<file path="config.mk">
export PLATFORM = sky130hd
export DESIGN_NAME = fir_tap_sequencer
export DESIGN_NICKNAME = d
export VERILOG_FILES = /design/src/rtl/fir_tap_sequencer.sv
export SDC_FILE = /design/constraint.sdc
export NUM_CORES = 2
export LEC_CHECK = 0
export BUFFER_PORTS_ARGS = -buffer_cell sky130_fd_sc_hd__buf_2
export CORE_UTILIZATION = 45
export DETAILED_ROUTE_END_ITERATION = 16
export PLACE_DENSITY_LB_ADDON = 0.12
export SETUP_SLACK_MARGIN = 0.4
export SLEW_MARGIN = 10
export SYNTH_ARGS = -nofsm -noshare
export SYNTH_HDL_FRONTEND = slang
export SYNTH_SLANG_ARGS = --single-unit
</file>
<file path="constraint.sdc">
create_clock -name clk -period 7.1 [get_ports clk]
set_clock_uncertainty 0.2 [all_clocks]
set_input_delay 2.13 -clock clk [delete_from_list [all_inputs] [get_ports clk]]
set_output_delay 2.13 -clock clk [all_outputs]
set_load 0.005 [all_outputs]
</file>
<file path="src/rtl/fir_tap_sequencer.sv">
// fir_tap_sequencer: single-multiplier FIR controller walking TAPS coefficients per accepted sample
module fir_tap_sequencer #(
   parameter int DATA_WIDTH = 16,
   parameter int COEF_WIDTH = 16,
   parameter int TAPS       = 64,
   parameter int ACC_WIDTH  = 38
) (
   input  logic                         clk,
   input  logic                         rst_n,
   input  logic                         flush,
   input  logic                         in_valid,
   output logic                         in_ready,
   input  logic signed [DATA_WIDTH-1:0] in_data,
   output logic [$clog2(TAPS)-1:0]      coef_addr,
   input  logic signed [COEF_WIDTH-1:0] coef_data,
   output logic                         out_valid,
   output logic signed [ACC_WIDTH-1:0]  out_data
);
   localparam int AW = $clog2(TAPS);
   localparam int PW = DATA_WIDTH + COEF_WIDTH;
   typedef enum logic [1:0] {IDLE, MAC, DONE} state_t;
   state_t state, state_nx;
   logic [AW:0] k;
   logic [AW-1:0] wr_ptr, newest;
   logic signed [DATA_WIDTH-1:0] hist [TAPS];
   logic signed [DATA_WIDTH-1:0] smp;
   logic signed [PW-1:0] prod;
   logic signed [ACC_WIDTH-1:0] acc, acc_sum;
   logic accept, last;
   assign accept = in_valid && in_ready && !flush;
   assign last = (state == MAC) && k[AW];
   assign prod = coef_data * smp;
   assign acc_sum = acc + ACC_WIDTH'(prod);
   always_ff @(posedge clk or negedge rst_n)
      if (!rst_n) state <= IDLE;
      else state <= state_nx;
   always_comb
      state_nx = flush ? IDLE : accept ? MAC : last ? DONE : (state == DONE) ? IDLE : state;
   always_comb begin
      in_ready = state == IDLE;
      out_valid = state == DONE;
      coef_addr = (state == MAC && !k[AW]) ? k[AW-1:0] : '0;
   end
   // k counts issue cycles 0..TAPS-1 then the drain cycle TAPS; each add uses the previous cycle's sample and ROM word
   always_ff @(posedge clk or negedge rst_n)
      if (!rst_n) begin
         wr_ptr <= '0;
         newest <= '0;
         k <= '0;
         smp <= '0;
         acc <= '0;
         out_data <= '0;
         for (int i = 0; i < TAPS; i++) hist[i] <= '0;
      end else if (flush) begin
         wr_ptr <= '0;
         k <= '0;
         acc <= '0;
         for (int i = 0; i < TAPS; i++) hist[i] <= '0;
      end else begin
         if (accept) begin
            hist[wr_ptr] <= in_data;
            newest <= wr_ptr;
            wr_ptr <= wr_ptr + AW'(1);
            acc <= '0;
            k <= '0;
         end
         if (state == MAC) begin
            smp <= hist[newest - k[AW-1:0]];
            k <= k + (AW+1)'(1);
            if (k != '0) acc <= acc_sum;
            if (last) out_data <= acc_sum;
         end
      end
endmodule
</file>
# [Word level (Yosys, flattened, before mapping)]
# Index checks and enable logic that the tools add are counted.
[totals] ff_bits=1137 in_bits=36 word_cells=121
[classes] addsub=4 mul=1 magnitude_cmp=3 eq_ne=2 mux=22 bitwise=3 reduce_logical=15
[ops] operator="2-to-1 mux 1024 bit" count=2
[ops] operator="bitwise mux 1024 bit" count=1
[ops] operator="2-to-1 mux 38 bit" count=4
[ops] operator="binary-select mux 16 bit (select 6 bit)" count=1
[ops] operator="demux 16 bit (select 6 bit)" count=1
[ops] operator="2-to-1 mux 16 bit" count=3
[ops] operator="adder 38 x 32 -> 38 bit" count=1
[ops] operator="multiplier 16 x 16 -> 32 bit" count=1
[ops] operator="2-to-1 mux 7 bit" count=3
[ops] operator="2-to-1 mux 6 bit" count=3
[ops] operator="greater-or-equal comparator 7 bit (second input constant)" count=2
[ops] operator="NOT 6 -> 7 bit" count=2
[ops] operator="2-to-1 mux 2 bit" count=4
[ops] operator="adder 7 x 1 -> 7 bit (second input constant)" count=1
[ops] operator="< comparator 7 x 1 -> 1 bit (second input constant)" count=1
[ops] operator="nonzero test 7 bit" count=1
[ops] operator="adder 6 x 1 -> 6 bit (second input constant)" count=1
[ops] operator="subtractor 6 bit" count=1
[ops] operator="logical AND 1 bit" count=5
[ops] operator="AND reduction 2 bit" count=2
[ops] operator="nonzero test 4 bit" count=1
[ops] operator="AND reduction 3 bit" count=1
[ops] operator="nonzero test 3 bit" count=1
[ops] operator="equality test 2 x 1 -> 1 bit (second input constant)" count=1
[ops] operator="5 further kinds" count=6

# [Depth between registers and ports, before layout]
[depth] word_depth=8 mapped_depth=24 ltp_nobuf=22

# [Least setup slack after synthesis]
# No wires, ideal clock.
[synth_path] kind="input-to-reg" startpoint="input coef_data[15]" endpoint="register out_data[36]" t_arrival_ns=7.813 slack_ns=-1.041 stages=23 path_cell_list="clkbuf_1 > nand2_1 > inv_1 > fa_1 > fa_1 > inv_1 > fa_1 > inv_1 > fa_1 > fa_1 > inv_1 > fa_1 > inv_1 > ha_1 > clkbuf_1 > nand4_1 > nor2_1 > nand2_1 > a211oi_1 > o21ai_1 > o21ai_1 > xnor2_1 > o21ai_1"
[synth_between] elab_chain_cells=2
[synth_lines] element="from (decl)" line_no="15" source="input logic signed [COEF_WIDTH-1:0] coef_data,"
[synth_lines] element="multiplier 16 x 16 -> 32 bit" line_no="32" source="assign prod = coef_data * smp;"
[synth_lines] element="adder 38 x 32 -> 38 bit" line_no="33" source="assign acc_sum = acc + ACC_WIDTH'(prod);"
[synth_lines] element="to (signal assigned)" line_no="71" source="if (last) out_data <= acc_sum;"
[synth_lines] element="to (decl)" line_no="17" source="output logic signed [ACC_WIDTH-1:0] out_data"
# No other way between the ends.
# A chain may end at the register's enable or synchronous reset.

# [Final worst setup path]
[layout_path] startpoint="input coef_data[5]" endpoint="register acc[24]"
[layout_between] elab_chain_cells=5
[layout_lines] element="multiplier 16 x 16 -> 32 bit" line_no="32"
[layout_lines] element="adder 38 x 32 -> 38 bit" line_no="33"
[layout_lines] element="2-to-1 mux 38 bit" line_no="70" source="if (k != '0) acc <= acc_sum;"
[layout_lines] element="2-to-1 mux 38 bit" line_no="67" source="if (state == MAC) begin"
[layout_lines] element="2-to-1 mux 38 bit" line_no="54" source="end else if (flush) begin"
[layout_lines] element="to (signal assigned)" line_no="70"
[layout_lines] element="to (decl)" line_no="28" source="logic signed [ACC_WIDTH-1:0] acc, acc_sum;"
# No other way between the ends.

==> metrics.md <==
| Metric | Value |
|---|---|
| # port buffers | `81` |
| Synth top area cells | `dfrtp_1 43%, nand2_1 13%, mux4_2 11%` |
| Final #Nets | `7,337` |
| Tot GR Track Use | `29.5%` |
| CP max stage cell | `or4b_4` |
| VDD IR-drop max | `214 uV` |
| Global route overflow | `0` |
| Placed Cells | `8,586` |
| Post-DP HPWL | `136,000 um` |
| 1st-iter DRT viols | `4,417` |
| Hold Path Class | `reg -> reg` |
| Fin util | `52.0%` |
| Leakage power | `32.3 nW` |
| Tcrit/Tclk final | `101%` |
| Critical Path AT | `7.60 ns` |
| Status | `complete, but fails checks` |
| Synth cell count leaders | `2,278 x nand2_1, 1,137 x dfrtp_1, 1,072 x a21oi_1` |
| Root buf cell | `clkbuf_16` |
| Most frequent cell after synthesis | `nand2_1` |
| Crit-path most repeated cell | `fa_1` |
| Slew margin rel. | `11.9%` |
| Yosys top cell by area | `dfrtp_1` |
| Routed via count | `50,400` |
| Clock sinks | `1,137` |
| Slew @ Worst Pin | `1.31 ns` |
| # diodes | `0` |
| First-pass GRT wire length | `328,000 um` |
| CTS tree | `done` |
| Chip width | `383 um` |
| Routed WL | `214,000 um` |
| Crit path max fanout | `4` |
| Count of final setup violators | `3` |
| Top_reg_cell synth | `dfrtp_1` |
| Max clock buf depth | `3` |
| CP cell instances | `buf_8, buf_6, and2_4, fa_1, inv_1, fa_1, fa_1, fa_1, inv_1, fa_1, inv_1, fa_1, inv_2, ha_4, a21oi_4, o21ai_4, or4b_4, a311o_1, a31oi_4, nor4_1, a211o_1` |
| DRT Pass-1 Iters | `12` |
| Core area | `0.144 mm2` |
| DR vias/cell | `5.69` |
| Share of layout cells above drive strength 1 | `17.4%` |
| Post-Syn Area per Cell | `9.58 um2` |
| H-Tree Depth | `4` |
| Fmax | `0.140 GHz` |
| CP Class | `in -> reg` |
| Synth top area share | `43.5%` |
| Routed Antenna Nets | `0` |
| Final Hold Viols | `0` |
| Residual DRC | `10` |
| Wire per inst | `24.1 um` |
| Clk pin slew, worst setup/hold paths | `0.06 ns` |
| CP Capture Type | `register` |
| Seq cells post-synth | `1,137` |
| Ys Warns | `0` |
| EDFF count, synth | `0` |
| Rows | `139` |
| Worst path max stage delay | `0.56 ns` |
| Initial cell density of the core | `45.5%` |
| # fillers | `13,000` |
| Largest net degree at the start of global routing | `204` |
| Period minus WS final | `7.15 ns` |
| Req. time, crit path | `7.55 ns` |
| TritonCTS Buffers | `133` |
| Die height | `383 um` |
| PnR worst setup slack | `-0.0544 ns` |
| Post-synthesis cell count | `6,830` |
| Skew-Pair Late Insertion Delay | `0.78 ns` |
| Seq/Total Area, Yosys | `43.5%` |
| Worst Path Buf+Inv | `6` |
| Number of I/O pins | `82` |
| Failing checks | `design-rule violations, negative setup slack` |
| PwrDens | `245 mW/mm2` |
| CP top delay family | `adder cells` |
| Final cell count without fillers | `8,860` |
| Hold-fix buffers, CTS | `0` |
| Netlist cell types | `60` |
| Max_cap viols | `0` |
| Final slew viol count | `0` |
| Mapped Nets | `7,308` |
| Mapped cell area | `0.0655 mm2` |
| Area growth, synth to finish | `14.4%` |
| Ys async rst share | `100%` |
| Vias in the first global route | `51,200` |
| CP Launch Type | `primary input` |
| Full die area | `0.147 mm2` |
| Initial antenna violation count | `4` |
| RSZ-0062 raised after global routing | `yes` |
| Placer's final routability congestion estimate | `0.898` |
[tightest hold or removal path, stage by stage (launching register included)]
cell     delay [ns]
dfrtp_1        0.34
nand2_1        0.04
o21ai_0        0.06
[worst paths after layout]
check | to | slack [ns] | from | depth (start not counted)
max | acc[24]$_DFF_PN0_ | -0.05 | coef_data[5] | 21
min | out_data[16]$_DFFE_PN0P_ | 0.28 | out_data[16]$_DFFE_PN0P_ | 2
max reg2reg | acc[24]$_DFF_PN0_ | 0.60 | smp[5]$_DFFE_PN0P_ | 20
min reg2reg | out_data[16]$_DFFE_PN0P_ | 0.28 | out_data[16]$_DFFE_PN0P_ | 2
max in group asynchronous | out_data[24]$_DFFE_PN0P_ | 4.09 | rst_n | 2
min in group asynchronous | hist[122]$_DFFE_PN0P_ | 1.20 | rst_n | 1
[cell type report]
type	count	area, um2	area share, %
Multi-Input combinational cell	4793	34600	46.2
Sequential cell	1137	28500	38.0
Clock buffer	198	3960	5.29
Timing Repair Buffer	415	3530	4.72
Tap cell	1903	2380	3.18
Inverter	379	1430	1.91
Clock inverter	35	526	0.702
[cell families after synthesis]
family,after synthesis,synth area share (%)
flops,1137,43.5
fa+ha+maj,442,12.2
xor+xnor,54,0.746
mux,404,12.4
compound gates,1197,9.45
simple gates,2696,16.4
buf+inv,900,5.38
[flip-flops by register name, indices dropped and copies added, names as in the netlist]
| register | count |
|---|---|
| acc | 38 |
| hist | 1024 |
| k | 7 |
| newest | 6 |
| out_data | 38 |
| smp | 16 |
| state | 2 |
| wr_ptr | 6 |
[routing by layer]
| layer | global-route usage (%) | up-vias | wire [um] |
|---|---|---|---|
| li1 | - | 22500 | - |
| met1 | 41.1 | 25800 | 89100 |
| met2 | 47.7 | 1812 | 103000 |
| met3 | 4.61 | 328 | 15300 |
| met4 | 9.00 | 2 | 6540 |
| met5 | 0 | - | 13 |
[timing repair]
item / CTS / global route
setup buffers: 19 / 20
gates cloned: 2 / 0
endpoints found under the setup margin: 45 / 48
pin swaps: 70 / 51
resized for setup: 119 / 109
[where the power goes]
part	switching [mW]	internal (mW)
sequential	0.0564	6.51
clock	2.94	4.14
combinational	2.68	2.00
total	5.68	12.7
[cell usage in the layout, fill, tap and decap left out, types with 8 or more instances in the layout]
| master | instances |
|---|---|
| nand2b_1 | 12 |
| clkbuf_1 | 27 |
| fa_2 | 21 |
| dfrtp_1 | 1137 |
| mux2_2 | 35 |
| and2_1 | 101 |
| and2_4 | 16 |
| a21o_1 | 14 |
| fa_1 | 301 |
| buf_2 | 55 |
| mux4_2 | 320 |
| buf_6 | 29 |
| nand2_2 | 19 |
| o21ai_1 | 23 |
| buf_4 | 293 |
| a21oi_2 | 15 |
| inv_1 | 343 |
| o21ai_0 | 22 |
| o21ai_2 | 8 |
| a31oi_1 | 14 |
| nor3_1 | 14 |
| clkinv_2 | 14 |
| clkbuf_8 | 37 |
| mux2i_1 | 48 |
| buf_12 | 26 |
| nand4b_1 | 11 |
| buf_8 | 10 |
| nor2_1 | 107 |
| xor2_1 | 21 |
| nor2b_1 | 10 |
| ha_4 | 26 |
| clkbuf_16 | 134 |
| ha_1 | 90 |
| nand3_1 | 79 |
| nand2_1 | 2253 |
| nand4_1 | 8 |
| nor2_2 | 24 |
| inv_2 | 33 |
| xnor2_1 | 20 |
| a21oi_1 | 1054 |
[per-stage QoR]
stage	power [mW]	hold slack, ns	setup slack, ns	cell area (um2)	TNS (ns)
after detailed placement	10.9	0.274	-0.997	69200	-36.40
after CTS	18.2	0.287	0.0494	74300	0
after floorplan	9.32	0.272	-0.672	65900	-11.90
after global routing	19.1	0.315	-0.155	74900	-1.62
final	18.3	0.282	-0.0544	74900	-0.0684
after global placement	10.9	0.259	-0.968	69100	-33.32
No activity file was read; power rests on OpenSTA's default activity.
